$ cat src/rtl/aes_gf_pkg.sv
// Shared GF(2^8) arithmetic, affine constants and FSM encoding for the AES S-box engines.
// Pure declarations; no state, no handshake.
package aes_gf_pkg;

    localparam logic [7:0] GF_RED_CONST = 8'h1B;
    localparam logic [7:0] AFF_C        = 8'h63;
    localparam logic [7:0] INV_AFF_C    = 8'h05;
    localparam int         INV_STEPS    = 13;

    typedef enum logic [1:0] {
        IDLE = 2'd0,
        MUL  = 2'd1,
        DONE = 2'd2
    } state_t;

    function automatic logic [7:0] rotl8(input logic [7:0] v, input int n);
        return 8'((v << n) | (v >> (8 - n)));
    endfunction

    // Shift-and-add multiply, reducing by x^8+x^4+x^3+x+1 as the multiplicand overflows.
    function automatic logic [7:0] gf_mul(input logic [7:0] a, input logic [7:0] b);
        logic [7:0] p;
        logic [7:0] aa;
        p  = 8'h00;
        aa = a;
        for (int i = 0; i < 8; i++) begin
            if (b[i]) p = p ^ aa;
            aa = {aa[6:0], 1'b0} ^ (aa[7] ? GF_RED_CONST : 8'h00);
        end
        return p;
    endfunction

    function automatic logic [7:0] affine(input logic [7:0] b);
        return b ^ rotl8(b, 1) ^ rotl8(b, 2) ^ rotl8(b, 3) ^ rotl8(b, 4) ^ AFF_C;
    endfunction

endpackage

$ cat src/rtl/inv_affine_transform.sv
// Inverse AES affine transform on one byte, mapping the SubBytes domain back to field elements.
// Combinational, zero latency; no handshake.
// No backpressure.
module inv_affine_transform
    import aes_gf_pkg::*;
(
    input  logic [7:0] s,
    output logic [7:0] b
);

    assign b = rotl8(s, 1) ^ rotl8(s, 3) ^ rotl8(s, 6) ^ INV_AFF_C;

endmodule

$ cat src/rtl/inv_sub_bytes_seq.sv
// Iterative InvSubBytes on LANES bytes: inverse affine then x^254 with one GF multiplier per lane.
// Latency: out_valid 13 cycles after accept; one word per 15 cycles at full rate.
// Backpressure: result held in DONE until out_ready; no input accepted until the next cycle.
// Optional INV_SBOX_FWD_EN adds in_fwd to select forward SubBytes per word.
module inv_sub_bytes_seq
    import aes_gf_pkg::*;
#(
    parameter int LANES = 4
) (
    input  logic               clk,
    input  logic               rst_n,
    input  logic               in_valid,
    output logic               in_ready,
    input  logic [8*LANES-1:0] in_data,
`ifdef INV_SBOX_FWD_EN
    input  logic               in_fwd,
`endif
    output logic               out_valid,
    input  logic               out_ready,
    output logic [8*LANES-1:0] out_data
);

    localparam logic [3:0] LAST_STEP = 4'(INV_STEPS - 1);

    state_t     state;
    state_t     state_nxt;
    logic [3:0] step;
    logic       accept;

    assign accept = in_valid && in_ready;

    always_ff @(posedge clk or negedge rst_n) begin
        if (!rst_n) begin
            state <= IDLE;
            step  <= 4'd0;
        end else begin
            state <= state_nxt;
            if (accept)
                step <= 4'd0;
            else if (state == MUL)
                step <= (step == LAST_STEP) ? 4'd0 : step + 4'd1;
        end
    end

    always_comb begin
        state_nxt = state;
        in_ready  = 1'b0;
        out_valid = 1'b0;
        case (state)
            IDLE: begin
                in_ready = 1'b1;
                if (in_valid) state_nxt = MUL;
            end
            MUL: begin
                if (step == LAST_STEP) state_nxt = DONE;
            end
            DONE: begin
                out_valid = 1'b1;
                if (out_ready) state_nxt = IDLE;
            end
            default: state_nxt = IDLE;
        endcase
    end

`ifdef INV_SBOX_FWD_EN
    logic mode;

    always_ff @(posedge clk or negedge rst_n) begin
        if (!rst_n)
            mode <= 1'b0;
        else if (accept)
            mode <= in_fwd;
    end
`endif

    for (genvar i = 0; i < LANES; i++) begin : g_lane
        logic [7:0] in_byte;
        logic [7:0] inv_b;
        logic [7:0] base_sel;
        logic [7:0] acc;
        logic [7:0] base;
        logic [7:0] mul_res;
        logic [7:0] res;

        assign in_byte = in_data[8*i +: 8];

        inv_affine_transform u_inv_aff (
            .s (in_byte),
            .b (inv_b)
        );

`ifdef INV_SBOX_FWD_EN
        assign base_sel = in_fwd ? in_byte : inv_b;
        assign res      = mode ? affine(acc) : acc;
`else
        assign base_sel = inv_b;
        assign res      = acc;
`endif

        // Even steps square, odd steps multiply by the original element: x^2, x^3, x^6, x^7 ... x^254.
        assign mul_res = gf_mul(acc, step[0] ? base : acc);

        always_ff @(posedge clk or negedge rst_n) begin
            if (!rst_n) begin
                acc  <= 8'h00;
                base <= 8'h00;
            end else if (accept) begin
                acc  <= base_sel;
                base <= base_sel;
            end else if (state == MUL) begin
                acc  <= mul_res;
            end
        end

        assign out_data[8*i +: 8] = (state == DONE) ? res : 8'h00;
    end

endmodule

$ cat config.mk
export PLATFORM = sky130hd
export DESIGN_NAME = inv_sub_bytes_seq
export DESIGN_NICKNAME = d
export VERILOG_FILES = /design/src/rtl/aes_gf_pkg.sv /design/src/rtl/inv_affine_transform.sv /design/src/rtl/inv_sub_bytes_seq.sv
export SDC_FILE = /design/constraint.sdc
export NUM_CORES = 1
export LEC_CHECK = 0
export ABC_AREA = 1
export BUFFER_PORTS_ARGS = -buffer_cell sky130_fd_sc_hd__buf_2
export CAP_MARGIN = 0
export CORE_MARGIN = 2
export CORE_UTILIZATION = 40
export DETAILED_ROUTE_END_ITERATION = 6
export REMOVE_ABC_BUFFERS = 1
export SLEW_MARGIN = 20
export SYNTH_ARGS = -nofsm -noshare
export SYNTH_HDL_FRONTEND = slang
export SYNTH_SLANG_ARGS = --single-unit
$ cat constraint.sdc
create_clock -name clk -period 3 [get_ports clk]
set_input_delay 0.15 -clock clk [delete_from_list [all_inputs] [get_ports clk]]
set_output_delay 0.15 -clock clk [all_outputs]
set_load 0.02 [all_outputs]
Word level (Yosys, flattened, before mapping):

Index checks and enable logic that the tools add are counted.

* add/sub/neg operators: 1
* equal/unequal tests: 6
* muxes and demuxes: 85
* bitwise logic cells: 80
* reductions and logical operators: 4

Operator list (number)
* 2-to-1 mux 8 bit: 48
* XOR 8 bit: 36
* XOR 8 x 5 -> 8 bit: 28
* 2-to-1 mux 5 bit: 28
* bitwise OR 8 x 1 -> 8 bit: 4
* bitwise OR 8 x 3 -> 8 bit: 4
* bitwise OR 8 x 6 -> 8 bit: 4
* 2-to-1 mux 4 bit: 3
* inverter 2 bit: 4
* 2-to-1 mux 2 bit: 3
* inequality test 2 bit, second input constant: 3
* one-hot mux 2 bit (3 select lines): 1
* adder 4 x 1 -> 4 bit, second input constant: 1
* equality test 4 bit, second input constant: 1
* AND reduction 3 bit: 1
* equality test 2 x 1 -> 1 bit, second input constant: 1
* equality test 2 bit, second input constant: 1
* zero test 2 bit: 1
* 2-to-1 mux 1 bit: 2
* nonzero test 2 bit: 1
* logical AND 1 bit: 1

* bits in registers: 70
* output and inout bits: 34

Longest topological paths before layout:

Gate-level depths: netlist (run 1).

* depth after elaboration: 18
* depth in mapped cells: 17
* mapped depth without buffers: 16

Modules after synthesis:

From an unflattened synthesis (run 1), not the netlist that was laid out.

* cells, all modules: 2045
* area, all modules: 10561.4 µm²

By module, submodules not included
* inv_sub_bytes_seq: instances 1, cells an instance 1824, area an instance 9689.3 µm²
* inv_affine_transform at g_lane[1].u_inv_aff ...: instances 3, cells an instance 56, area an instance 220.2 µm²
* inv_affine_transform at g_lane[0].u_inv_aff: instances 1, cells an instance 53, area an instance 211.5 µm²

Worst setup path after synthesis (run 1):

No wires, ideal clock.

* kind: register to register
* start point: register state[0]
* end point: register g_lane[3].acc[0]
* data arrival time: 1.815 ns
* required time: 2.913 ns
* path slack: 1.098 ns
* cell stages (with the launch flop): 8
* buffers on the path: 2
* clock period less this slack: 1.902 ns
* cell sequence: dfrtp_1 nor2_1 nand2_1 inv_1 buf_1 clkbuf_1 a21oi_1 a22oi_1

* cells in the longest elaborated chain, start to end: 4
* elaborated cells on any way between the ends: 6

Ends and longest elaborated chain
* from (decl): line inv_sub_bytes_seq.sv:25 `state_t state;`
* from (signal assigned): line inv_sub_bytes_seq.sv:37 `state <= state_nxt;`
* zero test 2 bit (*): line inv_sub_bytes_seq.sv:49 `case (state)`
* 2-to-1 mux 1 bit (*): line inv_sub_bytes_seq.sv:49
* net in_ready: line inv_sub_bytes_seq.sv:13 `output logic in_ready,`
* logical AND 1 bit (*): line inv_sub_bytes_seq.sv:30 `assign accept = in_valid && in_ready;`
* 2-to-1 mux 8 bit or nonzero test 2 bit (tied branches)
* to (signal assigned): line inv_sub_bytes_seq.sv:108 `acc <= base_sel;`
* to (signal assigned): line inv_sub_bytes_seq.sv:111 `acc <= mul_res;`
* to (decl): line inv_sub_bytes_seq.sv:80 `logic [7:0] acc;`

The timed path passes the listed nets; every way through them passes the cells marked *.
A chain may end at the register's enable or synchronous reset.

Worst setup path after layout (run 1):

* start point: register g_lane[3].acc[6]
* end point: register g_lane[3].acc[0]

* cells in the longest elaborated chain, start to end: 17
* elaborated cells on any way between the ends: 25

Ends and longest elaborated chain
* XOR 8 x 5 -> 8 bit: line aes_gf_pkg.sv:28 `aa = {aa[6:0], 1'b0} ^ (aa[7] ? GF_RED_CONST : 8'h00);`
* 2-to-1 mux 5 bit: line aes_gf_pkg.sv:28
* XOR 8 x 5 -> 8 bit: line aes_gf_pkg.sv:28
* XOR 8 bit: line aes_gf_pkg.sv:27 `if (b[i]) p = p ^ aa;`
* 2-to-1 mux 8 bit: line aes_gf_pkg.sv:27
* XOR 8 bit: line aes_gf_pkg.sv:27
* 2-to-1 mux 8 bit: line aes_gf_pkg.sv:27
* XOR 8 bit: line aes_gf_pkg.sv:27
* 2-to-1 mux 8 bit: line aes_gf_pkg.sv:27
* XOR 8 bit: line aes_gf_pkg.sv:27
* 2-to-1 mux 8 bit: line aes_gf_pkg.sv:27
* XOR 8 bit: line aes_gf_pkg.sv:27
* 2-to-1 mux 8 bit: line aes_gf_pkg.sv:27
* XOR 8 bit: line aes_gf_pkg.sv:27
* 2-to-1 mux 8 bit (*): line aes_gf_pkg.sv:27
* 2-to-1 mux 8 bit (*): line inv_sub_bytes_seq.sv:110 `end else if (state == MUL) begin`
* 2-to-1 mux 8 bit (*): line inv_sub_bytes_seq.sv:107 `end else if (accept) begin`

Mark *: on every way between the ends. The rest lies on a longest branch, timed or not. The select of a mux whose other input is x is not followed.

==> results of run 1 <==
layout make-up:
type	instances	area [sq um]
Tap cell	330	413
Clock buffer	12	236
Multi-Input combinational cell	1519	7140
Inverter	241	910
Clock inverter	4	47.5
Fill cell	2808	14000
Timing Repair Buffer	81	450
Sequential cell	70	1750
layer usage:
layer / vias to the layer above / part of all wire [%] / wire length (um)
li1: 5878 / - / -
met1: 5141 / 47 / 14500
met2: 356 / 46 / 14400
met3: 48 / 5.4 / 1700
met4: 0 / 1.9 / 590
met5: - / 0 / 0
final timing paths:
kind,endpoint,cells after the start
setup reg to reg,g_lane[3].acc[0]$_DFFE_PN0P_,14
hold reg to reg,g_lane[1].base[7]$_DFFE_PN0P_,2
min in group clk,state[1]$_DFFE_PN0P_,2
hold / removal,g_lane[3].base[6]$_DFFE_PN0P_,1
max in group asynchronous,step[0]$_DFFE_PN0P_,1
setup / recovery,g_lane[3].acc[0]$_DFFE_PN0P_,14
through the flow:
step	instance area, sq um	hold WS, ns	setup slack [ns]	utilization, %	setup TNS (ns)
final	11000	-0.0608	0.557	43.9	0
after global routing	11000	0.0357	0.292	43.9	0
after CTS	11000	0.000225	0.620	43.9	0
after detailed placement	10700	0.368	0.630	42.7	0
after global placement	10700	0.359	0.632	42.7	0
after floorplan	9790	-0.146	-1.60	-	-52.31
cells in the final DEF, fill, tap and decap left out, types with 5 or more instances in the layout:
master,synthesis,final
a21boi_1,21,21
a21oi_1,12,12
buf_2,15,68
buf_4,6,12
clkbuf_16,0,9
dfrtp_1,70,69
inv_1,226,226
inv_2,13,13
nand2_1,828,827
nand2_2,15,16
nand3_1,238,238
nand3b_1,16,16
nand4_1,13,13
nor2_1,148,147
o21ai_0,38,38
o21ai_1,9,9
o21ai_2,18,18
o21bai_1,5,5
or2_1,6,6
or2_2,18,18
xnor2_1,41,41
xor2_1,70,70
critical path: cells and delay by family, from the launching register on:
| kind | cells | cell delay (ns) |
|---|---|---|
| AND/OR/NAND/NOR | 9 | 0.92 |
| XOR/XNOR | 1 | 0.21 |
| flip-flops | 1 | 0.50 |
| AO/OA/AOI/OAI | 1 | 0.16 |
| buffers and inverters | 3 | 0.56 |
kinds of logic (layout without fill, tap and decap cells):
group	Yosys count	after routing	synth area share (%)
and+or+nand+nor	1287	1287	52.9
adders and majority gates	2	2	0.248
xor gates and xnor gates	112	112	9.81
AOI/OAI and AO/OA	118	118	7.79
buffers and inverters	291	338	11.8
DFF	70	70	17.4
registers in the layout (all words and copies together), names as in the netlist:
signal       flops
g_lane.base     32
state            2
step             4
g_lane.acc      32
==> results.cfg, run 1 <==
[status]
status = finished with violations
violations = negative hold slack

[sta]
slew_violations = 0
hold_viol = 70
setup-violations-final = 0
hold_slack_ns = -0.0608
fin_skew_ns = 0.00807
slew_headroom_pct = 36.2
worst_pin_slew_ns = 0.957
fmax_ghz = 0.409
period_share_pct = 81.4
rsz0062_at_grt = false
period_minus_slack_ns = 2.44

[global_routing]
busiest_layer = met2
gr-total-overflow = 0
grt_util_met2_pct = 40.8
grt_max_degree = 71
grt_use_total_pct = 24.1
grt_pass1_wl_mm = 51.9
antenna_found_initial = 0
use_met1_pct = 32.8
grt_pass1_vias = 10300
use_met3_pct = 2.65

[setup_path]
crit_top_cell = nand2_1
cp_data_required_time_ns = 3.25
crit_path_start = g_lane[3].acc[6]$_DFFE_PN0P_
regToRegStartpoint = g_lane[3].acc[6]$_DFFE_PN0P_
critical_path_class = reg2reg
regToRegSetupSlack_ns = 0.56
slowest_stage = dfrtp_1
cp.arrival_ns = 2.70
cp_cell_sequence = inv_1, nand2_1, nand2_1, nand2_1, nand2_2, inv_1, nand2_1, xor2_1, inv_1, nand2_1, nand2_1, nand2_1, nand3_1, a22oi_1
max_stage_delay_ns = 0.50
crit_path_end_kind = register
start_kind = register
cp_max_fo = 12

[logic_synthesis]
yosysMostFrequentCell = nand2_1
syn_area_sq_um = 10100
yosysTopAreaCell = nand2_1
ys_seq_elements = 70
synthDistinctLibCells = 40
synth_flop_cell = dfrtp_1
yosysWarnings = 0
synthCells = 1880
postSynth.asyncResetShare_pct = 100
synthTopCellsByCount = nand2_1, nand3_1, inv_1
synth_area_leaders = nand2_1, dfrtp_1, nand3_1
synth_edf_count = 0
syn_area_per_cell_sq_um = 5.36
yosysSeqAreaShare_pct = 17.4
synth.top_cell.area_share_pct = 30.8

[clock_tree]
post_cts_buffers = 0
insertion_delay_ns = 0.35
cts_buffers = 9
cts_max_level = 3
cts_buffer_depth = 2
cts_resized = 0
path_clk_slew_ns = 0.06
cts_tree = done
clock_sinks = 70
root_buffer = clkbuf_16
holdBufCountCts = 0

[die]
io_pins = 70
dieHeight_um = 163
die-area_sq_um = 26500
start_util_pct = 40.4
rows = 58
fp.dieW_um = 163
coreArea_sq_um = 25000

[placed_design]
dp.cells = 2241
gp_congestion = 0.926
hpwl_mm = 23.9
numPortBuffers = 69

[cells_and_area]
final_layout_size_suffix_gt1_share_pct = 8.82
syn_to_final_growth_pct = 8.69
final_cells = 2257
num-nets-final = 1960
n_antenna_cell = 0

[route]
drc = 0
vias = 11400
drt_first_pass_iters = 6
wirelength_mm = 31.3
routedWlPerCell_um = 13.9
drtIter0Drc = 819
post_drt_via_cell_ratio = 5.06
drtAntennaViolNets = 0

[run]
drv_cap = 0

[hold_path]
hp-class = in2async
Power of run 1 is left out: the tool's default activity adds up to more than one toggle a clock period on the data nets, which glitch-free logic cannot reach.
==> run 2: changes to the inputs <==
==> constraint.sdc (replaced) <==
create_clock -name clk -period 2.05 [get_ports clk]
set_input_delay 0.1025 -clock clk [delete_from_list [all_inputs] [get_ports clk]]
set_output_delay 0.1025 -clock clk [all_outputs]
set_load 0.02 [all_outputs]
==> results.cfg, run 2 (synthesis gave the netlist of run 1 again) <==
[sta]
fin_skew_ns = 0.00695
worst_slack_ns = -0.0347
fin_setup_tns_ns = -0.0948
period_minus_slack_ns = 2.08
hold_viol = 0
worst_pin_slew_ns = 0.562
fmax_ghz = 0.480
slew_headroom_pct = 62.5
setup-violations-final = 4
rsz0062_at_grt = true
slew_violations = 0
period_share_pct = 102

[die]
die-area_sq_um = 26500
coreArea_sq_um = 25000
dieHeight_um = 163
fp.dieW_um = 163
rows = 58
io_pins = 70
start_util_pct = 40.4

[setup_path]
reg2regPathDepth = 13
regToRegEndpoint = g_lane[1].acc[6]$_DFFE_PN0P_
crit_path_end_kind = register
start_kind = register
cp.arrival_ns = 2.35
critical_path_class = reg2reg
cp_data_required_time_ns = 2.31
regToRegSetupSlack_ns = -0.03
regToRegStartpoint = step[0]$_DFFE_PN0P_
cp_max_fo = 7

[clock_tree]
clock_sinks = 70
insertion_delay_ns = 0.34
cts_buffer_depth = 2
cts_max_level = 3
root_buffer = clkbuf_16
cts_buffers = 9
path_clk_slew_ns = 0.06
cts_tree = done

[route]
routedWlPerCell_um = 13.7
drc = 0
drt_first_pass_iters = 6
drtIter0Drc = 839
post_drt_via_cell_ratio = 4.96
drtAntennaViolNets = 0
vias = 12100
wirelength_mm = 33.5

[global_routing]
gr-total-overflow = 0
antenna_found_initial = 0
grt_use_total_pct = 24.9
grt_pass1_wl_mm = 53.6
grt_max_degree = 54
grt_pass1_vias = 11000

[cells_and_area]
fin_util_pct = 51.8
n_antenna_cell = 0
seq_area_sq_um = 1760
num-nets-final = 2145
fillers = 2660
layout_commonest_cell = nand2_1
final_layout_size_suffix_gt1_share_pct = 21.1
final_cells = 2442
reg_top3 = g_lane.acc x32, g_lane.base x32, step x4
layout_common_cells = nand2_1, nand3_1, inv_1
syn_to_final_growth_pct = 28.3
multiInputGateArea_sq_um = 7540

[run]
drv_cap = 0

[status]
status = finished with violations
violations = negative setup slack

[placed_design]
dp.cells = 2402
hpwl_mm = 26.0
gp_congestion = 0.908
numPortBuffers = 69

[hold_path]
hp-start = in_data[31]
hold_depth = 4
holdPathEnd = g_lane[3].base[5]$_DFFE_PN0P_
hp-class = in2reg
[run 2: changes by cell type in the layout (fill, tap and decap cells not counted), moves of 7 or more]
cell	delta
nor2_2	+10
nor2_1	-13
inv_1	-12
nand2_1	-28
nand2_2	+23
xnor2_1	-7
o21ai_4	+10
inv_2	+10
buf_12	+7
o21ai_0	-8
buf_4	+167
[run 2: layout make-up]
type	instances	share of cell area, %
multi-input combinational	1519	58.3
sequential	70	13.6
clock inverter	6	0.542
clock buffer	10	1.77
inverter	241	7.08
tap	330	3.19
timing repair buffer	266	15.5
[run 2: per-stage QoR]
| stage | setup slack [ns] | instance area [sq um] | hold slack [ns] |
|---|---|---|---|
| floorplan | -2.55 | 9790 | -0.193 |
| global placement | -0.0987 | 11900 | -0.00269 |
| detailed placement | -0.102 | 11900 | 0.00221 |
| CTS | -0.0401 | 12400 | 0.0958 |
| global route | -0.198 | 12900 | 0.123 |
| finish | -0.0347 | 12900 | 0.102 |
[run 2: worst max-delay path by stage]
stage | from | end | slack [ns] | cells past startpoint
floorplan | state[0]$_DFFE_PN0P_ | g_lane[1].acc[0]$_DFFE_PN0P_ | -2.55 | 8
global placement | step[0]$_DFFE_PN0P_ | g_lane[2].acc[7]$_DFFE_PN0P_ | -0.1 | 12
detailed placement | step[0]$_DFFE_PN0P_ | g_lane[2].acc[7]$_DFFE_PN0P_ | -0.10 | 15
CTS | step[0]$_DFFE_PN0P_ | g_lane[2].acc[6]$_DFFE_PN0P_ | -0.04 | 15
global route | step[0]$_DFFE_PN0P_ | g_lane[3].acc[5]$_DFFE_PN0P_ | -0.20 | 16
finish | step[0]$_DFFE_PN0P_ | g_lane[1].acc[6]$_DFFE_PN0P_ | -0.03 | 13
[run 2: timing repair]
item / CTS / global route
hold buffers: 2 / 0
pin swaps: 3 / 13
gates resized for setup: 19 / 110
endpoints found under the hold margin: 71 / 0
endpoints found under the setup margin: 10 / 36
buffers inserted: 4 / 16
cloned: 1 / 1
[run 2: metal layers]
| layer | up-vias | track usage, % | part of all wire, % |
|---|---|---|---|
| met5 | - | 0 | 0 |
| met4 | 0 | 5.79 | 1.9 |
| met3 | 53 | 1.91 | 4.3 |
| met2 | 294 | 43.0 | 47 |
| met1 | 5512 | 33.8 | 47 |
| li1 | 6260 | - | - |
[run 2: critical path, cell delays in order, from the launching register on]
cell	delay [ns]
dfrtp_2	0.50
buf_12	0.17
buf_16	0.15
o21ai_4	0.24
buf_4	0.15
nand2_1	0.06
or2_1	0.23
nand2_1	0.06
nand2_1	0.06
nand2_2	0.09
inv_1	0.04
nand2_1	0.06
nand3_1	0.06
a21boi_1	0.13
Power of run 2 is left out for the same reason.
==> run 3: changes to the inputs <==
--- a/config.mk
+++ b/config.mk
@@ -10,6 +10,7 @@
 export CAP_MARGIN = 0
 export CORE_MARGIN = 2
 export CORE_UTILIZATION = 40
+export CTS_BUF_LIST = sky130_fd_sc_hd__clkbuf_4 sky130_fd_sc_hd__clkbuf_8 sky130_fd_sc_hd__clkbuf_16
 export DETAILED_ROUTE_END_ITERATION = 6
 export REMOVE_ABC_BUFFERS = 1
 export SLEW_MARGIN = 20
==> results.cfg, run 3 (synthesis gave the netlist of run 1 again) <==
[die]
start_util_pct = 40.4
coreArea_sq_um = 25000
io_pins = 70
fp.dieW_um = 163
dieHeight_um = 163
rows = 58
die-area_sq_um = 26500

[status]
violations = negative setup slack
status = finished with violations

[placed_design]
gp_congestion = 0.908
dp_slack_ns = -0.102
hpwl_mm = 26.0
numPortBuffers = 69

[clock_tree]
cts_max_level = 3
root_buffer = clkbuf_16
cts_buffer_depth = 2
insertion_delay_ns = 0.35
cts_tree = done
clock_sinks = 70
cts_buffers = 9
path_clk_slew_ns = 0.06

[setup_path]
cp_max_fo = 7
cp.arrival_ns = 2.34
cp_data_required_time_ns = 2.31
start_kind = register
critical_path_class = reg2reg
slowest_stage = dfrtp_2
cp_cell_sequence = buf_12, buf_16, o21ai_4, buf_4, nand2_1, nand3_1, nand2_1, nand3_1, nand2_1, nand2_1, nand2_1, nand2_1, nand3_1, a21boi_2
crit_top_cell = nand2_1
max_stage_delay_ns = 0.50
crit_path_end_kind = register

[sta]
worst_slack_ns = -0.0251
hold_viol = 0
hold_slack_ns = 0.101
fmax_ghz = 0.482
setup-violations-final = 5
slew_violations = 0
worst_pin_slew_ns = 0.565
period_minus_slack_ns = 2.08
period_share_pct = 101
fin_skew_ns = 0.00782
slew_headroom_pct = 62.2
rsz0062_at_grt = true

[global_routing]
grt_pass1_vias = 11000
antenna_found_initial = 0
grt_use_total_pct = 24.9
grt_max_degree = 54
gr-total-overflow = 0
grt_pass1_wl_mm = 53.6

[route]
post_drt_via_cell_ratio = 4.96
routedWlPerCell_um = 13.7
drtAntennaViolNets = 0
drt_first_pass_iters = 6
wirelength_mm = 33.4
vias = 12100
drc = 0
drtIter0Drc = 770

[cells_and_area]
syn_to_final_growth_pct = 28.4
fillers = 2661
reg_top3 = g_lane.acc x32, g_lane.base x32, step x4
num-nets-final = 2145
layout_common_cells = nand2_1, nand3_1, inv_1
multiInputGateArea_sq_um = 7540
layout_commonest_cell = nand2_1
seq_area_sq_um = 1760
n_antenna_cell = 0
final_layout_size_suffix_gt1_share_pct = 21.1

[run]
drv_cap = 0

[hold_path]
hp-class = in2reg
==> run 3: path summary, 6_finish.rpt <==
path	to	startpoint	cells past startpoint	slack (ns)
setup reg to reg	g_lane[2].acc[7]$_DFFE_PN0P_	step[0]$_DFFE_PN0P_	14	-0.03
min in group asynchronous	g_lane[3].acc[6]$_DFFE_PN0P_	rst_n	2	0.18
hold reg to reg	g_lane[1].base[6]$_DFFE_PN0P_	g_lane[1].base[6]$_DFFE_PN0P_	2	0.48
setup / recovery	g_lane[2].acc[7]$_DFFE_PN0P_	step[0]$_DFFE_PN0P_	14	-0.03
max in group asynchronous	g_lane[2].acc[7]$_DFFE_PN0P_	rst_n	3	1.27
hold / removal	g_lane[3].base[5]$_DFFE_PN0P_	in_data[31]	4	0.10
==> run 3: per-layer routing <==
metal	wire [um]	up-vias	global-route usage (%)
li1	-	6253	-
met1	15400	5495	33.8
met2	15800	305	43.0
met3	1630	50	1.91
met4	609	0	5.79
met5	0	-	0
==> run 3: critical path: cells and delay by family, from the launching register on <==
kind | cells | cell delay, ns
DFF | 1 | 0.50
AOI/OAI and AO/OA | 2 | 0.35
buffers and inverters | 3 | 0.46
and+or+nand+nor | 9 | 0.68
==> run 3: final cells by class <==
| type | instances | share of cell area [%] |
|---|---|---|
| Inverter | 241 | 7.08 |
| Clock inverter | 6 | 0.542 |
| Tap cell | 330 | 3.19 |
| Timing Repair Buffer | 266 | 15.5 |
| Clock buffer | 10 | 1.80 |
| Multi-Input combinational cell | 1519 | 58.3 |
| Sequential cell | 70 | 13.6 |
==> run 3: timing repair <==
| action | CTS | global route |
|---|---|---|
| pin swaps | 3 | 13 |
| endpoints found under the hold margin | 71 | 0 |
| endpoints found under the setup margin | 10 | 36 |
| hold buffers | 2 | 0 |
| resized for setup | 19 | 110 |
| buffers inserted | 4 | 16 |
| gates cloned | 1 | 1 |
==> run 3: stage by stage <==
| step | utilization [%] | cells | cell area [sq um] | setup TNS [ns] |
|---|---|---|---|---|
| after detailed placement | 47.8 | 2402 | 11900 | -0.422 |
| after global placement | 47.8 | 2402 | 11900 | -0.194 |
| after CTS | 49.7 | 2425 | 12400 | -0.153 |
| final | 51.8 | 2442 | 12900 | -0.0719 |
| after floorplan | - | 1830 | 9790 | -111.15 |
| after global routing | 51.8 | 2442 | 12900 | -4.22 |
Power of run 3 is left out for the same reason.
